`config.mk`:
```
export PLATFORM = sky130hd
export DESIGN_NAME = bmu_clmul_seq
export DESIGN_NICKNAME = d
export VERILOG_FILES = /design/src/rtl/bmu_pkg.sv /design/src/rtl/clmul_step.sv /design/src/rtl/bmu_clmul_seq.sv
export SDC_FILE = /design/constraint.sdc
export NUM_CORES = 1
export LEC_CHECK = 0
export BUFFER_PORTS_ARGS = -buffer_cell sky130_fd_sc_hd__buf_2
export CAP_MARGIN = 20
export CELL_PAD_IN_SITES_DETAIL_PLACEMENT = 0
export CELL_PAD_IN_SITES_GLOBAL_PLACEMENT = 1
export CORE_MARGIN = 2
export CORE_UTILIZATION = 38
export CTS_BUF_LIST = sky130_fd_sc_hd__clkbuf_8
export DETAILED_ROUTE_END_ITERATION = 7
export PLACE_DENSITY = 0.74
export SETUP_SLACK_MARGIN = 0.3
export SYNTH_ARGS = -nofsm -noshare
export SYNTH_HDL_FRONTEND = slang
export SYNTH_SLANG_ARGS = --single-unit
export TNS_END_PERCENT = 20
```
`constraint.sdc`:
```
create_clock -name clk -period 5.8 [get_ports clk]
set_input_delay 0.29 -clock clk [delete_from_list [all_inputs] [get_ports clk]]
set_output_delay 0.29 -clock clk [all_outputs]
set_load 0.05 [all_outputs]
```
`src/rtl/bmu_pkg.sv`:
```
// Shared types and opcode constants for the bit-manipulation unit.
// Imported by the carry-less multiply datapath and its testbench.
package bmu_pkg;

  typedef enum logic [1:0] {
    IDLE = 2'd0,
    RUN  = 2'd1,
    DONE = 2'd2
  } clmul_state_t;

  localparam logic [2:0] F3_CLMUL  = 3'b001;
  localparam logic [2:0] F3_CLMULR = 3'b010;
  localparam logic [2:0] F3_CLMULH = 3'b011;

endpackage

```
`src/rtl/clmul_step.sv`:
```
// One iteration of the carry-less multiply: XOR of A shifted by each set bit
// of a BPC-wide slice of B, positioned at bit index base.
module clmul_step #(
  parameter int WIDTH = 32,
  parameter int BPC   = 4
) (
  input  logic [WIDTH-1:0]         a,
  input  logic [BPC-1:0]           b_slice,
  input  logic [$clog2(WIDTH)-1:0] base,
  output logic [2*WIDTH-1:0]       partial
);

  // NOTE: every output of a combinational block gets a default first so no latch is inferred.
  always_comb begin
    partial = '0;
    for (int j = 0; j < BPC; j++) begin
      if (b_slice[j]) partial ^= {{WIDTH{1'b0}}, a} << (base + j);
    end
  end

endmodule

```
`src/rtl/bmu_clmul_seq.sv`:
```
// Iterative carry-less multiplier (clmul/clmulh/clmulr) with start/done handshake,
// retiring BPC bits of B per RUN cycle.
module bmu_clmul_seq
  import bmu_pkg::*;
#(
  parameter int WIDTH = 32,
  parameter int BPC   = 4
) (
  input  logic             clk,
  input  logic             reset,
  input  logic             Start,
  input  logic             Flush,
  input  logic [WIDTH-1:0] A,
  input  logic [WIDTH-1:0] B,
  input  logic [2:0]       Funct3,
  output logic             Busy,
  output logic             Done,
  output logic [WIDTH-1:0] Result
);

  localparam int N  = WIDTH / BPC;
  localparam int CW = (N > 1) ? $clog2(N) : 1;
  localparam int IW = $clog2(WIDTH);

  clmul_state_t         state_q, state_d;
  logic [CW-1:0]        count_q;
  logic [WIDTH-1:0]     a_q, b_q;
  logic [2:0]           f3_q;
  logic [2*WIDTH-1:0]   p_q, p_next, step;
  logic [WIDTH-1:0]     prev_q;
  logic [IW-1:0]        base;
  logic [BPC-1:0]       b_slice;
  logic                 accept, last;

  function automatic logic [WIDTH-1:0] select_result(input logic [2:0] f3,
                                                     input logic [2*WIDTH-1:0] p);
    case (f3)
      F3_CLMUL:  return p[WIDTH-1:0];
      F3_CLMULH: return p[2*WIDTH-1:WIDTH];
      F3_CLMULR: return p[2*WIDTH-2:WIDTH-1];
      default:   return '0;
    endcase
  endfunction

  assign accept  = (state_q == IDLE) && Start && !Flush;
  assign last    = (count_q == CW'(N - 1));
  assign base    = IW'(count_q * BPC);
  assign b_slice = BPC'(b_q >> base);
  assign p_next  = p_q ^ step;

  clmul_step #(
    .WIDTH (WIDTH),
    .BPC   (BPC)
  ) u_step (
    .a       (a_q),
    .b_slice (b_slice),
    .base    (base),
    .partial (step)
  );

  always_comb begin
    state_d = state_q;
    case (state_q)
      IDLE:    if (accept) state_d = RUN;
      RUN:     if (Flush) state_d = IDLE;
               else if (last) state_d = DONE;
      DONE:    state_d = IDLE;
      default: state_d = IDLE;
    endcase
  end

  assign Busy = (state_q != IDLE);
  assign Done = (state_q == DONE) && !Flush;

  // NOTE: sequential state uses non-blocking assignments so all registers update together.
  always_ff @(posedge clk or negedge reset) begin
    if (!reset) begin
      state_q <= IDLE;
      count_q <= '0;
      a_q     <= '0;
      b_q     <= '0;
      f3_q    <= '0;
      p_q     <= '0;
      prev_q  <= '0;
      Result  <= '0;
    end else begin
      state_q <= state_d;
      case (state_q)
        IDLE: begin
          if (accept) begin
            a_q     <= A;
            b_q     <= B;
            f3_q    <= Funct3;
            p_q     <= '0;
            count_q <= '0;
          end
        end
        RUN: begin
          if (!Flush) begin
            p_q     <= p_next;
            count_q <= last ? '0 : count_q + CW'(1);
            if (last) begin
              prev_q <= Result;
              Result <= select_result(f3_q, p_next);
            end
          end
        end
        DONE: begin
          // A flush in the Done cycle withdraws the result just published.
          if (Flush) Result <= prev_q;
        end
        default: ;
      endcase
    end
  end

endmodule

```
---- Word level (Yosys, flattened, before mapping) ----
Index checks and enable logic that the tools add are counted.
word-level totals
  bits in registers ....................... 200
  latch bits .............................. 0
  bits in writable memories ............... 0
  ROM bits ................................ 0
  input port bits ......................... 71
  output and inout port bits .............. 34
  logic and storage cells ................. 66
  memories kept ........................... 0
operators by class
  add/sub/neg operators ................... 4
  multipliers ............................. 0
  div/mod/pow operators ................... 0
  order comparisons ....................... 0
  eq/ne operators ......................... 11
  shift-type cells ........................ 5
  mux-type cells .......................... 20
  bitwise logic cells ..................... 5
  reduce and logical (&&, ||, !) cells .... 13
operators by type and width
  operator             count
  $mux 64              6
  $xor 64x64->64       4
  $shl 32x32->64       3
  $pmux 64 s2          1
  $mux 32              3
  $pmux 32 s3          1
  $pmux 32 s2          1
  $shl 32x5->64        1
  $shr 32x5->4         1
  $add 5x2->6 const B  2
  $mux 3               3
  $ne 2x2->1 const B   4
  $add 5x1->6 const B  1
  $eq 3x2->1 const B   2
  $mux 2               3
  $pmux 3 s2           1
  $reduce_and 3->1     2
  $reduce_bool 2->1    3
  $pmux 2 s2           1
  $reduce_and 2->1     2
  $reduce_and 4->1     1
  $add 3x1->3 const B  1
  $eq 3x1->1 const B   1
  $eq 3x3->1 const B   1
  7 further kinds      9

---- Depth between registers and ports, before layout ----
Gate-level depths: netlist of the first run.
  depth after elaboration ................. 13
  mapped depth ............................ 14
  depth with buffers taken out ............ 9

---- Hierarchy ----
A second synthesis of the first run with hierarchy kept.
second synthesis, totals
  cells, all modules ...................... 2616
  area total of the unflattened synthesis .. 23572.6 um^2
by module, submodules not included
  module         times used  cells each  area each (um^2)  seq. area each (um^2)
  clmul_step     1           1689        13018.7           0.0
  bmu_clmul_seq  1           927         10553.9           5004.8

---- Worst setup path before layout of the first run ----
Ideal clock, no wire load.
  kind .................................... register to register
  start ................................... register count_q[0]
  end ..................................... register Result[2]
  setup time .............................. 0.121 ns
  data arrival time ....................... 2.516 ns
  data required time ...................... 5.679 ns
  setup slack ............................. 3.163 ns
  cell stages (with the launch flop) ...... 10
  buffers on the path ..................... 1
  period minus slack after synthesis ...... 2.637 ns
  path through ............................ dfrtp_1 buf_6 mux4_2 mux2i_4 nor4b_2 a2111oi_4 xnor3_1 a22oi_1 a21oi_1 o22a_1
between the ends
  longest elaborated chain between the ends .. 13
  elaborated cells on any way between the ends .. 23
  those cells by class .................... add/sub: 3; eq/ne: 2; shift: 5; mux: 8; bitwise: 4; reduce/logical: 1
ends and longest elaborated chain
  element                                    line                  RTL
  start, declared                            bmu_clmul_seq.sv:26   logic [CW-1:0] count_q;
  start signal, assigned                     bmu_clmul_seq.sv:101  count_q <= last ? '0 : count_q + CW'(1);
  $add 5x1->6 (tied with other cells)        clmul_step.sv:17      if (b_slice[j]) partial ^= {{WIDTH{1'b0}}, a} << (base + j);
  $shl 32x32->64 or $mux 64 (tied branches)  clmul_step.sv:17
  $xor 64x64->64                             clmul_step.sv:17
  $mux 64                                    clmul_step.sv:17
  $xor 64x64->64                             clmul_step.sv:17
  $mux 64                                    clmul_step.sv:17
  $xor 64x64->64                             clmul_step.sv:17
  $mux 64                                    clmul_step.sv:17
  $xor 64x64->64                             bmu_clmul_seq.sv:49   assign p_next = p_q ^ step;
  $pmux 32 s3                                bmu_clmul_seq.sv:37   case (f3)
  $mux 32                                    bmu_clmul_seq.sv:102  if (last) begin
  $mux 32                                    bmu_clmul_seq.sv:99   if (!Flush) begin
  $pmux 32 s2                                bmu_clmul_seq.sv:88   case (state_q)
  end signal, assigned                       bmu_clmul_seq.sv:104  Result <= select_result(f3_q, p_next);
  end signal, assigned                       bmu_clmul_seq.sv:110  if (Flush) Result <= prev_q;
  end, declared                              bmu_clmul_seq.sv:18   output logic [WIDTH-1:0] Result
Several ways; a longest one is shown, not always the timed one. The select of a mux whose other input is x is not followed.
A chain may end at the register's enable or synchronous reset.

---- Final worst setup path of the first run ----
  start ................................... register count_q[0]
  end ..................................... register Result[6]
Same word-level chain as after synthesis.

==> results of run 1 <==
==> registers in the layout (all words and copies together) (netlist names) <==
signal	cells
f3_q	3
state_q	2
p_q	63
count_q	3
prev_q	32
b_q	32
Result	32
a_q	32
==> metal layers <==
metal	vias up	GRT usage, %	wire, µm
li1	5772	-	-
met2	600	38.3	22700
met5	-	0	13
met1	6428	37.5	23400
met3	104	4.76	3970
met4	2	9.58	1690
==> cells in the final DEF, fill, tap and decap left out, types with 13 or more instances in the layout <==
master,Yosys,routed
a211oi_1,18,18
a21oi_1,71,70
a221oi_1,13,13
a22o_1,24,24
a22oi_1,20,20
a31oi_1,19,19
a32oi_1,14,14
and3_1,14,14
buf_2,18,103
buf_4,7,20
clkbuf_8,0,20
dfrtp_1,199,196
dlygate4sd3_1,0,66
mux2_2,119,119
mux2i_1,25,25
mux4_2,32,32
nand2_1,182,182
nand3_1,84,84
nor2_1,72,70
o21ai_0,68,68
o22ai_1,14,14
o31ai_1,41,41
xnor2_1,133,133
xor2_1,73,73
==> where the power goes <==
group	switching [mW]	internal [mW]
logic	3.32	1.92
clock network	0.535	0.534
registers	0.407	1.64
==> cells by family (layout without fill, tap and decap cells) <==
| group | Yosys count | count (layout) | synth area share (%) |
|---|---|---|---|
| adder cells (fa/ha/maj) | 2 | 2 | 0.170 |
| AO/OA/AOI/OAI | 389 | 389 | 18.9 |
| buffers and inverters | 136 | 225 | 4.43 |
| flip-flops | 199 | 199 | 33.8 |
| AND/OR/NAND/NOR | 409 | 409 | 12.6 |
| multiplexers | 184 | 184 | 16.5 |
| XOR/XNOR | 215 | 215 | 13.6 |
==> through the flow <==
stage | instance area, µm² | cells
after CTS | 16600 | 2140
after global routing | 16600 | 2141
after global placement | 15500 | 2046
after detailed placement | 15500 | 2046
after floorplan | 14700 | 1534
final | 16600 | 2141
==> timing repair <==
item / in CTS / in global routing
resized for setup: 0 / 0
endpoints found under the hold margin: 165 / 1
hold buffers: 65 / 1
==> final cells by class <==
class / count / share of cell area (%)
sequential: 199 / 30.0
clock buffer: 19 / 1.57
tap: 518 / 3.90
multi-input combinational: 1199 / 55.1
clock inverter: 10 / 1.16
timing repair buffer: 190 / 8.07
inverter: 6 / 0.136
==> worst max-delay path by stage <==
stage / cells past startpoint / slack (ps) / end / from
6_report: 9 / 1730 / Result[6]$_DFFE_PN0P_ / count_q[0]$_DFFE_PN0P_
3_5_place_dp: 9 / 1820 / Result[1]$_DFFE_PN0P_ / count_q[0]$_DFFE_PN0P_
3_3_place_gp: 9 / 1900 / Result[6]$_DFFE_PN0P_ / count_q[0]$_DFFE_PN0P_
5_1_grt: 9 / 1550 / Result[0]$_DFFE_PN0P_ / count_q[0]$_DFFE_PN0P_
2_1_floorplan: 9 / 3160 / Result[2]$_DFFE_PN0P_ / count_q[0]$_DFFE_PN0P_
4_1_cts: 9 / 1770 / Result[6]$_DFFE_PN0P_ / count_q[0]$_DFFE_PN0P_
==> critical path: stages, from the launching register on <==
cell	delay [ps]
dfrtp_4	970
buf_4	420
mux4_2	880
nand2_1	420
o22ai_1	140
xnor2_1	250
xnor2_2	160
or3_1	370
a31oi_1	180
o21bai_1	130
==> metrics.md, run 1 <==
| Metric | Value |
|---|---|
| Clk slew on worst S/H paths | `110 ps` |
| Root Buffer | `clkbuf_8` |
| Post-synth net total | `1,607` |
| Max-cap viol count | `0` |
| Clock Skew | `28.7 ps` |
| Cts bufs inserted | `17` |
| Die area | `40,300 µm²` |
| Fillers | `3,751` |
| Setup repair after global routing missed its margin | `false` |
| DP Worst Slack | `1820 ps` |
| H-tree depth | `4` |
| Register area share after synthesis | `33.8%` |
| GRT Residual Overflow | `0` |
| Area Overhead vs Synth | `12.7%` |
| Count of different cell masters after synthesis | `80` |
| Post-synth EDFFs | `0` |
| Core footprint | `38,500 µm²` |
| Setup violations, final | `0` |
| Min cycle time layout | `4070 ps` |
| Synth Flop Type | `dfrtp_1` |
| Post-synthesis async set-or-reset flop share | `100%` |
| I/O pins | `105` |
| Fmax | `246 MHz` |
| Hpwl dp | `35.4 mm` |
| Drt pass-1 iters | `6` |
| Total chip power | `8.36 mW` |
| Pin count of the biggest net entering global routing | `104` |
| Count leader, synth | `dfrtp_1` |
| Startpoint types | `flop` |
| Max-slew violations | `0` |
| Setup TNS | `0 ps` |
| R2r worst-path depth | `9` |
| Ys Warns | `0` |
| Final nets | `1,686` |
| Share of layout cells above drive strength 1 | `21.3%` |
| Reg2reg start | `count_q[0]$_DFFE_PN0P_` |
| CP required | `6240 ps` |
| R2R Setup Slk | `1730 ps` |
| Post-Route WL | `51.7 mm` |
| Chip height | `201 µm` |
| Critical path fanouts, max | `56` |
| Hold WC Path Type | `in -> reg` |
| Final worst slack | `1730 ps` |
| TritonCTS sink count | `199` |
| Top cells by area, synth | `dfrtp_1 (34%), mux2_2 (9.1%), xnor2_1 (7.9%)` |
| Reg area | `4990 µm²` |
| WS Path Type | `reg -> reg` |
| Peak VDD IR | `0.243 mV` |
| Layout Utilization | `43.2%` |
| DR iter-0 viols | `1,467` |
| Antenna diode count | `0` |
| Top post-synthesis cells by count | `dfrtp_1 (199), nand2_1 (182), xnor2_1 (133), mux2_2 (119), clkbuf_1 (87)` |
| CTS max path bufs | `2` |
| Drt wl/cell | `24.1 µm` |
| Setup Buffers After CTS | `0` |
| Post-Synthesis Cells | `1,534` |
| CTS tree | `yes` |
| Std-Cell Rows | `72` |
| Fin crit share | `70.1%` |
| Clk Latency, worst-skew pair | `530 ps` |
| Post-route DRC | `0` |
| Hold path depth | `2` |
| FF-to-FF End | `Result[6]$_DFFE_PN0P_` |
| Vias in the first global route | `12,326` |
| WHS Endpoint | `a_q[8]$_DFFE_PN0P_` |
| Die width | `201 µm` |
| Slew at the pin with the worst max-slew slack | `996 ps` |
| Mean Syn Cell Area | `9.60 µm²` |
| Global-route wire length before repair | `79.8 mm` |
| Power per cell area | `503 nW/µm²` |
| GP Congestion | `0.950` |
| Post-synthesis cell type with the largest combined area | `dfrtp_1` |
| Worst Path Arrival | `4500 ps` |
| Starting density of the core | `38.3%` |
| Hold Path Origin | `A[8]` |
| Via-to-Cell Ratio | `6.03` |
| #FFs+latches synth | `199` |
| I/O Buffers | `104` |
| Vias | `12,906` |
| GR Util All Layers | `25.8%` |
| Status | `completed` |
| Slew margin rel. | `31.7%` |
| Initial antenna violation count | `1` |
| Yosys top cell area share | `33.8%` |
| Mapped Area | `14,700 µm²` |
| Final ANT Viol Nets | `0` |
| Min Hold Slack | `34.0 ps` |
| Crit. End Element | `flop` |
| Leak | `6.74 nW` |
| Final Hold Viols | `0` |
| Area of the multi-input gates | `9150 µm²` |
No activity file was read; power rests on OpenSTA's default activity.
==> run 2, diff against run 1 <==
--- a/config.mk
+++ b/config.mk
@@ -5,6 +5,7 @@
 export SDC_FILE = /design/constraint.sdc
 export NUM_CORES = 1
 export LEC_CHECK = 0
+export ABC_AREA = 1
 export BUFFER_PORTS_ARGS = -buffer_cell sky130_fd_sc_hd__buf_2
 export CAP_MARGIN = 20
 export CELL_PAD_IN_SITES_DETAIL_PLACEMENT = 0
@@ -13,7 +14,7 @@
 export CORE_UTILIZATION = 38
 export CTS_BUF_LIST = sky130_fd_sc_hd__clkbuf_8
 export DETAILED_ROUTE_END_ITERATION = 7
-export PLACE_DENSITY = 0.74
+export PLACE_DENSITY = 0.8
 export SETUP_SLACK_MARGIN = 0.3
 export SYNTH_ARGS = -nofsm -noshare
 export SYNTH_HDL_FRONTEND = slang
==> constraint.sdc (replaced) <==
create_clock -name clk -period 3.9 [get_ports clk]
set_input_delay 0.195 -clock clk [delete_from_list [all_inputs] [get_ports clk]]
set_output_delay 0.195 -clock clk [all_outputs]
set_load 0.05 [all_outputs]
==> run 2 against run 1 <==
- sequential share of layout area down 1.4 points
- routed wire length is 6.5% higher
- clock-buffer cell count is 1 lower
- non-clock buffer count is 14 higher
- global-route usage up 1.1 points
- worst hold slack improved by 210 ps
- via count rose by 29%
- critical path type unchanged
==> metrics.md, run 2 <==
| Metric | Value |
|---|---|
| Setup violations, final | `0` |
| Starting density of the core | `38.7%` |
| Post-Synthesis Cells | `2,498` |
| Cts bufs inserted | `17` |
| Clk Latency, worst-skew pair | `600 ps` |
| Count of different cell masters after synthesis | `40` |
| Clock share of power | `14.7%` |
| CP required | `4420 ps` |
| WS Path Type | `reg -> reg` |
| Hold Path Origin | `Flush` |
| I/O Buffers | `104` |
| Vias in the first global route | `15,996` |
| Initial antenna violation count | `0` |
| Peak VDD IR | `0.318 mV` |
| Post-Route WL | `55.0 mm` |
| Switching part of the total power | `53.3%` |
| Post-CTS Hold Fix Bufs | `68` |
| WHS Endpoint | `Result[4]$_DFFE_PN0P_` |
| Post-route insts no fill | `3,147` |
| Clock Skew | `26.6 ps` |
| Internal | `4.72 mW` |
| Final worst slack | `747 ps` |
| Post-synthesis async set-or-reset flop share | `100%` |
| Sequential share of power | `27.4%` |
| TritonCTS sink count | `199` |
| Drt wl/cell | `17.5 µm` |
| Final nets | `2,682` |
| Yosys top cell area share | `32.1%` |
| Slowest cell delay on critical path | `680 ps` |
| Final Hold Viols | `0` |
| Min Hold Slack | `244 ps` |
| Clk slew on worst S/H paths | `110 ps` |
| Reg2reg start | `count_q[1]$_DFFE_PN0P_` |
| Hpwl dp | `39.0 mm` |
| Leak | `8.95 nW` |
| Antenna diode count | `0` |
| Die area | `42,400 µm²` |
| Dpl cells | `3,047` |
| Share of layout cells above drive strength 1 | `11.4%` |
| DR iter-0 viols | `1,498` |
| Post-route DRC | `0` |
| Most flop-heavy register | `p_q` |
| Mapped Area | `15,500 µm²` |
| Number of flip-flops in the largest register | `63` |
| Total chip power | `10.1 mW` |
| Area Overhead vs Synth | `12.4%` |
| Worst Path Arrival | `3670 ps` |
| R2R Setup Slk | `750 ps` |
| Count leader, synth | `nand2_1` |
| Post-synth net total | `2,571` |
| GRT Residual Overflow | `0` |
| Post-synth EDFFs | `0` |
| Vias | `16,616` |
| Slew at the pin with the worst max-slew slack | `992 ps` |
| Top post-synthesis cells by count | `nand2_1 (1,074), nand3_1 (346), dfrtp_1 (199), inv_1 (182), nor2_1 (167)` |
| #FFs+latches synth | `199` |
| Root Buffer | `clkbuf_8` |
| Slew margin rel. | `33.9%` |
| Die width | `206 µm` |
| Mean Syn Cell Area | `6.20 µm²` |
| Std-Cell Rows | `73` |
| Max-slew violations | `0` |
| Chip height | `206 µm` |
| Status | `completed` |
| Min cycle time layout | `3150 ps` |
| Setup TNS | `0 ps` |
| P_sw | `5.38 mW` |
| CTS tree | `yes` |
| Startpoint types | `flop` |
| Crit path max-delay family | `simple AND/OR/NAND/NOR gates` |
| Power per cell area | `580 nW/µm²` |
| Max-cap viol count | `0` |
| Comb power frac | `57.9%` |
| Setup Buffers After CTS | `0` |
| Ys Warns | `0` |
| PostCTS Resize Cnt | `0` |
| FF-to-FF End | `Result[1]$_DFFE_PN0P_` |
| Fin crit share | `80.9%` |
| Post-synthesis cell type with the largest combined area | `dfrtp_1` |
| Fmax | `317 MHz` |
| GP Congestion | `0.940` |
| Hold WC Path Type | `in -> reg` |
| CP bufs+invs | `2` |
| Hold path depth | `4` |
| Drt pass-1 iters | `8` |
| GR Util All Layers | `26.9%` |
| Slowest cell on crit path | `nand2_2` |
| DP Worst Slack | `799 ps` |
| Core footprint | `40,000 µm²` |
| Register area share after synthesis | `32.1%` |
| I/O pins | `105` |
| CTS max path bufs | `2` |
| Global-route wire length before repair | `87.2 mm` |
| Critical path fanouts, max | `34` |
| Most frequent cells in the layout | `nand2_1 (1,074), nand3_1 (345), dfrtp_1 (196)` |
| Fillers | `4,199` |
| Worst-path cell chain | `inv_2, nand3_2, nand3_2, nand2_2, nand2_1, inv_1, nand2_1, nand2_1, nand3_1, nand3_1, nand3_1, nand3_1, nand2_1, a21oi_1` |
| Commonest non-fill, non-tap cell in the layout | `nand2_1` |
| Pin count of the biggest net entering global routing | `108` |
| R2r worst-path depth | `14` |
| Via-to-Cell Ratio | `5.28` |
| Top cells by area, synth | `dfrtp_1 (32%), nand2_1 (26%), nand3_1 (11%)` |
| Setup repair after global routing missed its margin | `false` |
| Synth Flop Type | `dfrtp_1` |
| Final ANT Viol Nets | `0` |
| H-tree depth | `4` |
| Crit. End Element | `flop` |
==> run 2: metal layers <==
metal / vias to the layer above / share of wire [%] / global-route usage, %
met5: - / 0 / 0
met4: 0 / 3.9 / 11.8
li1: 8159 / - / -
met1: 7783 / 45 / 35.5
met3: 120 / 6.1 / 4.26
met2: 554 / 45 / 43.6
==> run 2: area by class of cell <==
class | instances | area [µm²] | share of cell area (%)
Multi-Input combinational cell | 1997 | 9140 | 52.5
Sequential cell | 199 | 4980 | 28.6
Timing Repair Buffer | 204 | 1500 | 8.62
Inverter | 190 | 721 | 4.14
Tap cell | 525 | 657 | 3.77
Clock buffer | 18 | 248 | 1.42
Clock inverter | 14 | 163 | 0.934
==> run 2: cell families (layout without fill, tap and decap cells) <==
family	after synthesis	in the layout	synth area share (%)
AND/OR/NAND/NOR	1711	1711	47.1
buffers and inverters	302	426	9.09
AO/OA/AOI/OAI	231	231	8.46
flip-flops	199	199	32.1
XOR/XNOR	53	53	3.00
adder cells (fa/ha/maj)	2	2	0.162
==> run 2: worst reg2reg max path, stage by stage, from the launching register on <==
cell and delay, ps:
dfrtp_2 620, inv_2 270, nand3_2 180, nand3_2 180
nand2_2 680, nand2_1 220, inv_1 120, nand2_1 50
nand2_1 80, nand3_1 80, nand3_1 120, nand3_1 90
nand3_1 180, nand2_1 80, a21oi_1 140
==> run 2: metrics by stage <==
step           utilization [%]  instance area, µm²
2_1_floorplan                -               15500
3_3_place_gp              40.8               16300
3_5_place_dp              40.8               16300
4_1_cts                   43.5               17400
5_1_grt                   43.5               17400
6_report                  43.5               17400
==> run 2: worst max-delay path by stage <==
stage	from	to	slack, ps	cells past startpoint
6_report	count_q[1]$_DFFE_PN0P_	Result[1]$_DFFE_PN0P_	750	14
5_1_grt	count_q[1]$_DFFE_PN0P_	Result[3]$_DFFE_PN0P_	380	16
4_1_cts	count_q[0]$_DFFE_PN0P_	Result[1]$_DFFE_PN0P_	760	15
3_5_place_dp	count_q[0]$_DFFE_PN0P_	Result[1]$_DFFE_PN0P_	800	15
3_3_place_gp	count_q[0]$_DFFE_PN0P_	Result[21]$_DFFE_PN0P_	840	15
2_1_floorplan	count_q[0]$_DFFE_PN0P_	Result[29]$_DFFE_PN0P_	1870	15
==> run 2: power groups by stage <==
| stage | logic, mW | clock network [mW] | registers, mW |
|---|---|---|---|
| 5_1_grt | 6.50 | 1.60 | 2.81 |
| 4_1_cts | 5.75 | 1.54 | 2.76 |
| 3_3_place_gp | 5.57 | 0 | 2.79 |
| 6_report | 5.85 | 1.49 | 2.76 |
| 2_1_floorplan | 4.21 | 0 | 2.85 |
| 3_5_place_dp | 5.68 | 0 | 2.80 |
==> run 3, diff against run 2 <==
==> constraint.sdc (replaced) <==
create_clock -name clk -period 3.1 [get_ports clk]
set_input_delay 0.155 -clock clk [delete_from_list [all_inputs] [get_ports clk]]
set_output_delay 0.155 -clock clk [all_outputs]
set_load 0.05 [all_outputs]
==> run 3 against run 2 <==
- routed wire length hardly changed
- largest power group unchanged
- cell count up 0.60%
- register-to-register slack got worse by 320 ps
- cell area rose by 2.5%
- first-iteration DRC count down 2.8%
- largest cell class unchanged
- utilization up 1.1 points
==> metrics.md, run 3 (synthesis results as in run 2) <==
| Metric | Value |
|---|---|
| Status | `completed` |
| CTS tree | `yes` |
| I/O pins | `105` |
| Via-to-Cell Ratio | `5.23` |
| Startpoint types | `flop` |
| Post-route DRC | `0` |
| H-tree depth | `4` |
| CP required | `3610 ps` |
| Sequential share of power | `26.6%` |
| WS Path Type | `reg -> reg` |
| Met1 Track Usage GR | `34.6%` |
| Clk Latency, worst-skew pair | `580 ps` |
| Peak VDD IR | `0.417 mV` |
| Critical path fanouts, max | `42` |
| Die area | `42,400 µm²` |
| Max-slew violations | `0` |
| Slew at the pin with the worst max-slew slack | `880 ps` |
| GRT Residual Overflow | `0` |
| Cts bufs inserted | `17` |
| Die width | `206 µm` |
| CTS max path bufs | `2` |
| Switching part of the total power | `53.2%` |
| Power per cell area | `732 nW/µm²` |
| FF-to-FF End | `Result[1]$_DFFE_PN0P_` |
| Fin crit share | `86.4%` |
| Area Overhead vs Synth | `15.2%` |
| Vias in the first global route | `15,850` |
| Min Hold Slack | `193 ps` |
| R2R Setup Slk | `420 ps` |
| Slew margin rel. | `41.4%` |
| Chip height | `206 µm` |
| Root Buffer | `clkbuf_8` |
| Setup TNS | `0 ps` |
| Global-route wire length before repair | `86.6 mm` |
| Drt wl/cell | `17.4 µm` |
| GP Congestion | `0.953` |
| Final nets | `2,701` |
| Post-Route WL | `55.0 mm` |
| I/O Buffers | `104` |
| DR iter-0 viols | `1,456` |
| Reg area | `4990 µm²` |
| Share of layout cells above drive strength 1 | `12.8%` |
| Dpl cells | `3,060` |
| Dpl cell area | `16,500 µm²` |
| Fillers | `4,240` |
| Setup violations, final | `0` |
| Pin count of the biggest net entering global routing | `92` |
| Internal | `6.11 mW` |
| Starting density of the core | `38.7%` |
| R2r worst-path depth | `16` |
| Number of flip-flops in the largest register | `63` |
| Commonest non-fill, non-tap cell in the layout | `nand2_1` |
| Final instance area | `17,800 µm²` |
| Fmax | `373 MHz` |
| Clock Skew | `28.0 ps` |
| GR Util All Layers | `26.7%` |
| Layout Utilization | `44.6%` |
| Hpwl dp | `39.7 mm` |
| Antenna diode count | `0` |
| Met3 usage | `4.21%` |
| TritonCTS sink count | `199` |
| Min cycle time layout | `2680 ps` |
| Leak | `9.09 nW` |
| Initial antenna violation count | `0` |
| Final ANT Viol Nets | `0` |
| Most frequent cells in the layout | `nand2_1 (1,067), nand3_1 (342), dfrtp_1 (196)` |
| P_sw | `6.94 mW` |
| Comb power frac | `59.7%` |
| Area of the multi-input gates | `9310 µm²` |
| Final Hold Viols | `0` |
| Clk slew on worst S/H paths | `120 ps` |
| Worst Path Arrival | `3190 ps` |
| Post-route insts no fill | `3,166` |
| Std-Cell Rows | `73` |
| Core footprint | `40,000 µm²` |
| Setup repair after global routing missed its margin | `true` |
| Crit. End Element | `flop` |
| Reg2reg start | `count_q[0]$_DFFE_PN0P_` |
| Most flop-heavy register | `p_q` |
| Max-cap viol count | `0` |
| Most used routing layer | `met2` |
| Global Route met2 Usage | `44.2%` |
| Hold WC Path Type | `in -> async` |
| Clock share of power | `13.6%` |
| Vias | `16,551` |
| Drt pass-1 iters | `8` |
==> run 3: worst max path at each step <==
stage,from,endpoint,slack (ps),cells past startpoint
after floorplan,count_q[0]$_DFFE_PN0P_,Result[29]$_DFFE_PN0P_,1070,15
after global placement,count_q[0]$_DFFE_PN0P_,Result[8]$_DFFE_PN0P_,200,15
after detailed placement,count_q[0]$_DFFE_PN0P_,Result[4]$_DFFE_PN0P_,150,15
after CTS,count_q[0]$_DFFE_PN0P_,Result[1]$_DFFE_PN0P_,310,16
after global routing,count_q[0]$_DFFE_PN0P_,Result[4]$_DFFE_PN0P_,220,17
final,count_q[0]$_DFFE_PN0P_,Result[1]$_DFFE_PN0P_,420,16
==> run 3: cell type report <==
type / instances / share of cell area [%]
multi-input combinational: 1997 / 52.2
sequential: 199 / 27.9
timing repair buffer: 223 / 9.85
inverter: 190 / 4.18
tap: 525 / 3.68
clock buffer: 18 / 1.39
clock inverter: 14 / 0.799
==> run 3: stage by stage <==
| step | setup slack, ps | power [mW] |
|---|---|---|
| 2_1_floorplan | 1070 | 8.89 |
| 3_3_place_gp | 204 | 10.8 |
| 3_5_place_dp | 154 | 10.9 |
| 4_1_cts | 310 | 12.8 |
| 5_1_grt | 216 | 14.1 |
| 6_report | 422 | 13.1 |
==> run 3: critical path, cell delays in order (launching register included) <==
cell and delay, ps:
dfrtp_4 590, clkinv_16 150, nand2_1 70, nand3_1 180
nand3_4 210, nand2_8 190, buf_4 190, nand2_1 80
inv_1 60, nand2_1 70, nand2_1 90, nand2_1 50
nand3_1 110, nand3_1 100, nand3_1 220, nand2_1 110
a21oi_1 130
==> run 3: per-layer routing <==
metal	share of wire [%]	wire, µm	vias up
li1	-	-	8197
met1	45	24700	7797
met2	47	25600	467
met3	5.2	2860	90
met4	3.3	1810	0
met5	0	0	-
==> run 3: repair_timing <==
| item | 4_1_cts | 5_1_grt |
|---|---|---|
| gates resized for setup | 13 | 37 |
| endpoints found under the hold margin | 154 | 0 |
| setup buffers | 0 | 5 |
| pin swaps | 0 | 4 |
| hold buffers | 68 | 0 |
| cloned | 0 | 1 |
| endpoints found under the setup margin | 24 | 39 |
==> run 3: power by group through the flow <==
stage / combinational [mW] / clock [mW] / sequential, mW
2_1_floorplan: 5.30 / 0 / 3.58
6_report: 7.80 / 1.78 / 3.48
5_1_grt: 8.63 / 1.95 / 3.54
3_5_place_dp: 7.37 / 0 / 3.52
3_3_place_gp: 7.24 / 0 / 3.51
4_1_cts: 7.50 / 1.86 / 3.48
